File: src/rtl/pwm_pkg.sv
// pwm_pkg: shared constants and FSM state type for the pwm8b generator/capture pair.
// Latency: n/a (declarations only).
// Backpressure: n/a.
package pwm_pkg;

   localparam int PWM_W       = 8;
   localparam int PWM_PERIOD  = 2**PWM_W;
   localparam int PWM_TIMEOUT = 2 * PWM_PERIOD;

   typedef enum logic [1:0] {
      IDLE   = 2'd0,
      SEARCH = 2'd1,
      HIGH   = 2'd2,
      LOW    = 2'd3
   } state_t;

endpackage

File: src/rtl/pwm_in_sync.sv
// pwm_in_sync: synchronises the async PWM line, optionally deglitches it, and flags rise/fall.
// Latency: SYNC clk to lvl/rise/fall; +2 clk when PWM8B_CAPTURE_FILTER_EN is defined.
// Backpressure: none; edge flags are single-cycle and always produced.
module pwm_in_sync
   import pwm_pkg::*;
#(
   parameter int SYNC = 2
) (
   input  logic clk,
   input  logic rst_n,
   input  logic pwm_in,
   output logic rise,
   output logic fall,
   output logic lvl
);

   logic [SYNC-1:0] sync_q;
   logic            prev_q;
   logic            lvl_c;

   // Metastability chain; the oldest stage is the first usable sample.
   always_ff @(posedge clk or negedge rst_n) begin
      if (!rst_n) sync_q <= '0;
      else        sync_q <= {sync_q[SYNC-2:0], pwm_in};
   end

`ifdef PWM8B_CAPTURE_FILTER_EN
   logic [2:0] flt_q;

   // Three-sample window; a lone 1-clk pulse never wins the majority vote.
   always_ff @(posedge clk or negedge rst_n) begin
      if (!rst_n) flt_q <= '0;
      else        flt_q <= {flt_q[1:0], sync_q[SYNC-1]};
   end

   assign lvl_c = (flt_q[0] & flt_q[1]) | (flt_q[0] & flt_q[2]) | (flt_q[1] & flt_q[2]);
`else
   assign lvl_c = sync_q[SYNC-1];
`endif

   // Previous level for edge detection.
   always_ff @(posedge clk or negedge rst_n) begin
      if (!rst_n) prev_q <= 1'b0;
      else        prev_q <= lvl_c;
   end

   assign lvl  = lvl_c;
   assign rise = lvl_c & ~prev_q;
   assign fall = ~lvl_c & prev_q;

endmodule

File: src/rtl/pwm8b_capture.sv
// pwm8b_capture: measures PWM high time/period and recovers the W-bit duty (optional deglitch: PWM8B_CAPTURE_FILTER_EN).
// Latency: valid SYNC+1 clk after the closing rising edge (SYNC+3 with the filter enabled).
// Backpressure: none; value_out/valid is a one-cycle strobe the consumer must take when offered.
module pwm8b_capture
   import pwm_pkg::*;
#(
   parameter int W    = PWM_W,
   parameter int TOL  = 2,
   parameter int SYNC = 2
) (
   input  logic         clk,
   input  logic         rst_n,
   input  logic         en,
   input  logic         pwm_in,
   output logic [W-1:0] value_out,
   output logic         valid,
   output logic         locked,
   output logic         err
);

   localparam int CW = W + 2;
   localparam int PW = CW + 1;
   localparam logic [PW-1:0] PER_MIN  = PW'(2**W - TOL);
   localparam logic [PW-1:0] PER_MAX  = PW'(2**W + TOL);
   localparam logic [CW-1:0] DUTY_MAX = CW'(2**W - 1);
   localparam logic [CW-1:0] TO_LAST  = CW'(2 * 2**W - 1);

   state_t        state_q, state_d;
   logic [CW-1:0] hi_cnt, lo_cnt, to_cnt;
   logic [PW-1:0] per;
   logic          rise, fall, lvl;
   logic          per_ok, timeout;

   function automatic logic [CW-1:0] sat_inc(input logic [CW-1:0] c);
      return (c == '1) ? c : c + 1'b1;
   endfunction

   pwm_in_sync #(.SYNC(SYNC)) u_sync (
      .clk    (clk),
      .rst_n  (rst_n),
      .pwm_in (pwm_in),
      .rise   (rise),
      .fall   (fall),
      .lvl    (lvl)
   );

   assign per    = {1'b0, hi_cnt} + {1'b0, lo_cnt};
   assign per_ok = (per >= PER_MIN) && (per <= PER_MAX);

   // State register.
   always_ff @(posedge clk or negedge rst_n) begin
      if (!rst_n) state_q <= IDLE;
      else        state_q <= state_d;
   end

   // Next state; a static line past the timeout resynchronises to its current level.
   always_comb begin
      state_d = state_q;
      timeout = 1'b0;
      if (!en) begin
         state_d = IDLE;
      end else begin
         case (state_q)
            IDLE:    state_d = SEARCH;
            SEARCH:  if (rise) state_d = HIGH;
            HIGH:    if (fall) state_d = LOW;
            LOW:     if (rise) state_d = HIGH;
            default: state_d = IDLE;
         endcase
         if (state_q != IDLE && !rise && !fall && to_cnt == TO_LAST) begin
            timeout = 1'b1;
            state_d = lvl ? HIGH : SEARCH;
         end
      end
   end

   // Counters, period check and output registers; the rise cycle counts as high, the fall cycle as low.
   always_ff @(posedge clk or negedge rst_n) begin
      if (!rst_n) begin
         hi_cnt    <= '0;
         lo_cnt    <= '0;
         to_cnt    <= '0;
         value_out <= '0;
         valid     <= 1'b0;
         locked    <= 1'b0;
         err       <= 1'b0;
      end else begin
         valid <= 1'b0;
         if (!en || state_q == IDLE) begin
            hi_cnt <= '0;
            lo_cnt <= '0;
            to_cnt <= '0;
            if (!en) err <= 1'b0;
         end else if (timeout) begin
            hi_cnt    <= '0;
            lo_cnt    <= '0;
            to_cnt    <= '0;
            value_out <= {W{lvl}};
            valid     <= 1'b1;
            locked    <= 1'b1;
         end else begin
            to_cnt <= (rise || fall) ? '0 : to_cnt + 1'b1;
            case (state_q)
               SEARCH: begin
                  if (rise) begin
                     hi_cnt <= CW'(1);
                     lo_cnt <= '0;
                  end
               end
               HIGH: begin
                  if (fall) lo_cnt <= CW'(1);
                  else      hi_cnt <= sat_inc(hi_cnt);
               end
               LOW: begin
                  if (rise) begin
                     valid  <= 1'b1;
                     hi_cnt <= CW'(1);
                     lo_cnt <= '0;
                     if (per_ok) begin
                        locked    <= 1'b1;
                        value_out <= (hi_cnt > DUTY_MAX) ? {W{1'b1}} : hi_cnt[W-1:0];
                     end else begin
                        locked <= 1'b0;
                        err    <= 1'b1;
                     end
                  end else begin
                     lo_cnt <= sat_inc(lo_cnt);
                  end
               end
               default: ;
            endcase
         end
      end
   end

endmodule

File: config.mk
export PLATFORM = sky130hd
export DESIGN_NAME = pwm8b_capture
export DESIGN_NICKNAME = d
export VERILOG_FILES = /design/src/rtl/pwm_pkg.sv /design/src/rtl/pwm_in_sync.sv /design/src/rtl/pwm8b_capture.sv
export SDC_FILE = /design/constraint.sdc
export NUM_CORES = 1
export LEC_CHECK = 0
export CORE_UTILIZATION = 60
export CTS_CLUSTER_DIAMETER = 60
export DETAILED_ROUTE_END_ITERATION = 6
export PLACE_DENSITY = 0.8
export REMOVE_ABC_BUFFERS = 1
export SYNTH_ARGS = -nofsm -noshare
export SYNTH_HDL_FRONTEND = slang
export SYNTH_HIERARCHICAL = 1
export SYNTH_SLANG_ARGS = --single-unit
export TNS_END_PERCENT = 30
File: constraint.sdc
create_clock -name clk -period 6.3 [get_ports clk]
set_input_delay 1.26 -clock clk [delete_from_list [all_inputs] [get_ports clk]]
set_output_delay 1.26 -clock clk [all_outputs]
set_load 0.02 [all_outputs]
* Word level (Yosys, flattened, before mapping) *
Index checks and enable logic that the tools add are counted.

operators by class
  add/subtract/negate cells = 4
  $lt $le $gt $ge = 3
  equal/unequal tests = 17
  multiplexer cells = 43
  bitwise operators = 5
  reductions and logical operators = 25

operator list
  cell                   count
  $mux 10                14
  $mux 8                 5
  $add 10x1->10 const B  3
  $pmux 10 s3            1
  $eq 10x10->1 const B   2
  $ne 4x4->1 const B     5
  $pmux 10 s2            1
  $mux 1                 16
  $reduce_and 4->1       3
  $reduce_bool 2->1      6
  $add 10x10->11         1
  $ge 11x8->1 const B    1
  $le 11x9->1 const B    1
  $eq 10x9->1 const B    1
  $gt 10x8->1 const B    1
  $mux 2                 5
  $pmux 2 s3             1
  $ne 5x5->1 const B     1
  $reduce_and 5->1       1
  $reduce_bool 5->1      1
  $eq 2x2->1 const B     2
  $logic_and 1x1->1      4
  $ne 2x1->1 const B     2
  $ne 4x1->1 const B     1
  other kinds (12)       18

storage, ports and cells
  register bits = 46
  output and inout port bits = 11

* Logic depth before layout (Yosys ltp) *
  word-level depth = 10
  mapped depth = 12
  depth with buffers taken out = 11

* Modules after synthesis *
Netlist, hierarchy kept.

by module, submodules not included
  module         instances  cells each  area each (µm²)  seq. area each (µm²)
  pwm8b_capture  1          317         2790.2           1076.0
  pwm_in_sync    1          5           90.1             75.1

* Worst setup path after synthesis *
Ideal clock, no wire load.

  path kind = reg-to-reg
  start point = register hi_cnt[0]
  end point = register value_out[0]
  setup time = 0.080 ns
  arrival time = 3.236 ns
  required time = 6.220 ns
  setup slack = 2.983 ns
  stages on the path, launching flop included = 13
  buffers on the path = 1
  clock period less this slack = 3.317 ns
  cell sequence = dfrtp_1 -> ha_1 -> inv_1 -> fa_1 -> nand2b_1 -> a21oi_1 -> or3_1 -> nand4_1 -> or4_1 -> a2111o_1 -> or3_1 -> buf_6 -> o211ai_2

on the way
  cells in the longest elaborated chain, start to end = 6
  elaborated cells on any way between the ends = 12

RTL lines
  element                                                                 RTL line              text
  from (decl)                                                             pwm8b_capture.sv:29   logic [CW-1:0] hi_cnt, lo_cnt, to_cnt;
  from (signal assigned)                                                  pwm8b_capture.sv:112  else hi_cnt <= sat_inc(hi_cnt);
  parallel branches: the longest is 6 deep, another holds $add 10x10->11  -
  to (signal assigned)                                                    pwm8b_capture.sv:98   value_out <= {W{lvl}};
  to (signal assigned)                                                    pwm8b_capture.sv:121  value_out <= (hi_cnt > DUTY_MAX) ? {W{1'b1}} : hi_cnt[W-1:0];
  to (decl)                                                               pwm8b_capture.sv:15   output logic [W-1:0] value_out,

Parallel ways; which one is timed is not known. The select of a mux whose other input is x is not followed.
A chain may end at the register's enable or synchronous reset.

* Worst setup path after layout *
  start point = register hi_cnt[0]
  end point = register value_out[6]

The elaborated chain is that of the path after synthesis.

==> results.md <==
- The flow ran to the end, but the final reports show violations.
- The final reports fail on DRC.
- The count of flip-flops with a built-in enable after synthesis is 0.
- The critical path required time is 6.52 ns.
- The number of setup buffers added after CTS is 0.
- Based on the critical path, the design can be clocked at up to 251.5 MHz.
- The die covers 0.005082 mm2.
- The routed layout has roughly 2,500 vias.
- The wire length per cell after detailed routing is 15.68 um.
- For this run, the leading register cell type out of synthesis is dfrtp_1.
- Synthesis instantiated 50 different standard cells from the library.
- In this run, post-CTS repair resized a total of 0 instances.
- The met2 routed wirelength is between 2 and 3 mm.
- The multiplexer share of the synthesized area is 0%.
- The tree is rooted in a clkbuf_8.
- The worst setup path is of the reg2reg kind.
- The number of antenna violations at the first check in global routing is 0.
- The count of non-filler cells in the finished layout is 385.
- Dividing the synthesized area by the synthesized cell count gives 8.945 um2.
- The sort of element at the end of the critical path is a flip-flop.
- The worst hold-check path type is reg2reg.
- The detailed router put a total of 2.823 mm of wire on met1.
- The main combinational cell family by area after synthesis is simple AND/OR/NAND/NOR gates.
- The antenna diode count is 0.
- Across the VDD grid, the largest voltage drop is 0.1447 mV.
- The end of the critical path is value_out[6]$_DFFE_PN0P_.
- The launching element of the worst setup path is hi_cnt[0]$_DFFE_PN0P_.
- The top cell types in the final layout, fill and taps aside, are nor2_1, dfrtp_1, a21oi_1.
- Synthesis produced a netlist whose cell count is roughly 320.
- The core footprint is 0.004474 mm2.
- TritonCTS created 5 clock buffers.
- The clock latency of the later-clocked register in the worst-skew pair is 0.30 ns.
- Sequential cells were found to cover 39.97% of the synthesized design area.
- For this block, the routed nets add up to 6.037 mm of wire.
- Cells fill 70.05% of the core in the end.
- The top routing layer in use is met4.
- The number of remaining DRC errors is 2.
- The die is 71.29 um tall.
- The launching element type of the critical path is a flip-flop.
- The maximum fanout along the worst path is 11.
- The number of max-slew violations in the final report is 0.
- The clock-pin slew reported for the worst setup and hold paths after clock tree synthesis is 0.08 ns.
- The worst max-slew margin expressed relative to the limit is 32.50%.
- The number of ports placed on the die boundary is 15.
- The reported leakage power is 1.381 nW.
- Input and output buffers added on the ports amount to 14.
- The post-layout instance area is 0.003134 mm2.
- After clock tree synthesis, the flow added hold-fix buffers numbering 0.
- The row count is 24.
- The number of warning messages in the yosys log is 6.
- The worst-case clock skew is 0.002632 ns.
- Setup repair after global routing left no endpoint under its margin.
- Summed over all nets, the half-perimeter wirelength after detailed placement is ~4.5 mm.
- The violation count after the first detailed-routing iteration is 164.
- The power per standard cell area is 172.5 mW/mm2.
- The synthesized netlist devotes 6.386% of its cell area to XOR and XNOR gates.
- The synthesized netlist occupies a cell area of 0.002880 mm2.
- The worst reg2reg path startpoint is hi_cnt[0]$_DFFE_PN0P_.
- The final hold violation count is 0.
- The library cell used most frequently in the layout, excluding fill and tap cells, is nor2_1.
- The clock passes through at most 2 buffers.
- The via count of the first global-routing pass is about 2,300.
- The fraction of the cycle the final worst path needs is 63.12%.
- The share of flip-flops with an asynchronous set or reset is 100.0%.
- The maximum number of pins on one net before global-route repair is 47.
- At the worst endpoint, the arrival time is 4.20 ns.
- The first global-routing pass estimated 10.63 mm of wire.
- The final total negative setup slack is 0 ns.
- For the pin with the worst max-slew slack, the measured transition is 1.013 ns.
- The slack of the worst reg-to-reg path is 2.32 ns.
- The worst-case reg-to-reg path depth is 11.
- The cell area reported after detailed placement is approximately 0.0030 mm2.
- The total overflow reported by the global router is 0.
- The floorplan die width is between 70 and 80 um.
- The total of max-cap violations is 0.
- In this run the critical register-to-register path is captured at value_out[6]$_DFFE_PN0P_.
- After layout, the minimum clock period comes to 3.976 ns.
- CTS saw 46 sinks.
- The H-tree level count is 2.
- The share of the synthesized area in compound gates (AO/OA/AOI/OAI) is between 20% and 30%.
- The last weighted congestion value of the routability-driven placer is between 0.9 and 1.
- Across every metal layer, demand over resource in global routing totals 26.80%.
- The number of cells after detailed placement is about 380.
- Synthesis inferred 46 register bits.
- The final layout net count is 350.
- The fraction of the mapped netlist area in adder cells is around 6.3%.
- The CTS tree is built.
- Once the floorplan was initialized, standard cells occupied 64.37% of the core.
- The post-route netlist has 6.306% of its cells at a drive strength greater than 1.
- After detailed routing, the number of vias per cell comes to 6.384.
- Once detail routing completed, the nets flagged for antenna violations numbered 0.
- The synthesized netlist devotes a little under a quarter of its cell area to simple gates.
- The first-pass detailed-route iteration total is 6.
- The signed area change from the synthesized netlist to the final layout is 8.819%.
- Detailed routing placed a total of ~220 um of wire on met3.
- The final number of setup-violating endpoints is 0.
## registers in the layout, summed over array words and instances, names as in the netlist
signal / count
err: 1
lo_cnt: 10
valid: 1
u_sync/prev_q: 1
hi_cnt: 10
u_sync/sync_q: 2
locked: 1
to_cnt: 10
value_out: 8
state_q: 2
## layout make-up
class                   count  area [um2]
flip-flops and latches     46        1151
multi-input cells         256        1644
clock buffers               7       96.34
inverters                   9       33.78
fillers                   351        1340
clock inverters             1       8.758
repair buffers             14       135.1
well taps                  52       65.06
## synth_stat cells (2+ instances only)
| cell | count | area, um2 |
|---|---|---|
| a211oi_1 | 2 | 15.01 |
| a21o_1 | 3 | 22.52 |
| a21oi_1 | 20 | 100.1 |
| a22o_1 | 2 | 17.52 |
| a31oi_1 | 3 | 18.77 |
| and2_1 | 2 | 12.51 |
| and3_1 | 14 | 87.58 |
| and4_1 | 3 | 26.28 |
| clkbuf_1 | 7 | 26.28 |
| dfrtp_1 | 46 | 1151 |
| ha_1 | 13 | 162.7 |
| inv_1 | 9 | 33.78 |
| nand2_1 | 18 | 67.56 |
| nand2b_1 | 5 | 31.28 |
| nand3_1 | 18 | 90.09 |
| nand4_1 | 9 | 56.30 |
| nor2_1 | 47 | 176.4 |
| nor2b_1 | 4 | 25.02 |
| nor3_1 | 4 | 20.02 |
| o211ai_1 | 10 | 75.07 |
| o211ai_2 | 8 | 100.1 |
| o21a_1 | 5 | 37.54 |
| o21ai_0 | 16 | 80.08 |
| o22ai_1 | 2 | 12.51 |
| o41ai_1 | 2 | 17.52 |
| or2_2 | 2 | 12.51 |
| or3_1 | 6 | 37.54 |
| xnor2_1 | 7 | 61.31 |
| xor2_1 | 14 | 122.6 |
## worst min-delay path by stage
stage                               start                         end  slack [ns]  cells after the start
5_1_grt        u_sync/sync_q[0]$_DFF_PN0_  u_sync/sync_q[1]$_DFF_PN0_        0.38                      0
3_3_place_gp   u_sync/sync_q[0]$_DFF_PN0_  u_sync/sync_q[1]$_DFF_PN0_        0.33                      0
2_1_floorplan  u_sync/sync_q[0]$_DFF_PN0_  u_sync/sync_q[1]$_DFF_PN0_        0.33                      0
3_5_place_dp   u_sync/sync_q[0]$_DFF_PN0_  u_sync/sync_q[1]$_DFF_PN0_        0.34                      0
6_report       u_sync/sync_q[0]$_DFF_PN0_  u_sync/sync_q[1]$_DFF_PN0_        0.36                      0
4_1_cts        u_sync/sync_q[0]$_DFF_PN0_  u_sync/sync_q[1]$_DFF_PN0_        0.37                      0
## report_power, final
group,leakage (nW),switching (mW),internal (mW)
Combinational,0.695,0.0245,0.0117
Clock,0.0544,0.0986,0.101
Sequential,0.631,0.00556,0.300
## cells by family (layout without fill, tap and decap cells)
logic type,Yosys count,count (layout)
compound gates,84,84
flops,46,46
buf+inv,20,31
fa+ha+maj,14,14
simple gates,137,137
xor+xnor,21,21
## through the flow
stage	hold slack (ns)	power, mW	setup WS, ns
5_1_grt	0.3773	0.5651	2.122
2_1_floorplan	0.3312	0.3296	2.777
3_5_place_dp	0.3378	0.3473	2.404
4_1_cts	0.3673	0.5466	2.370
6_report	0.3599	0.5405	2.324
3_3_place_gp	0.3323	0.3465	2.521
## metal layers
layer | vias up | global-route usage (%)
met2 | 44 | 44.13
met5 | - | 0
met4 | 0 | 8.444
met3 | 11 | 5.063
li1 | 1210 | -
met1 | 1193 | 36.13
## critical path: stages, from the launching register on
cell and delay (ns):
dfrtp_1 0.46, ha_1 0.25, inv_1 0.07, fa_1 0.42
nand2b_1 0.18, a21oi_1 0.32, or3_1 0.20, nand4_1 0.08
or4_1 0.49, a2111o_1 0.55, or3_1 0.63, o211ai_2 0.24
Note: power is estimated with default switching activity, not from simulation.
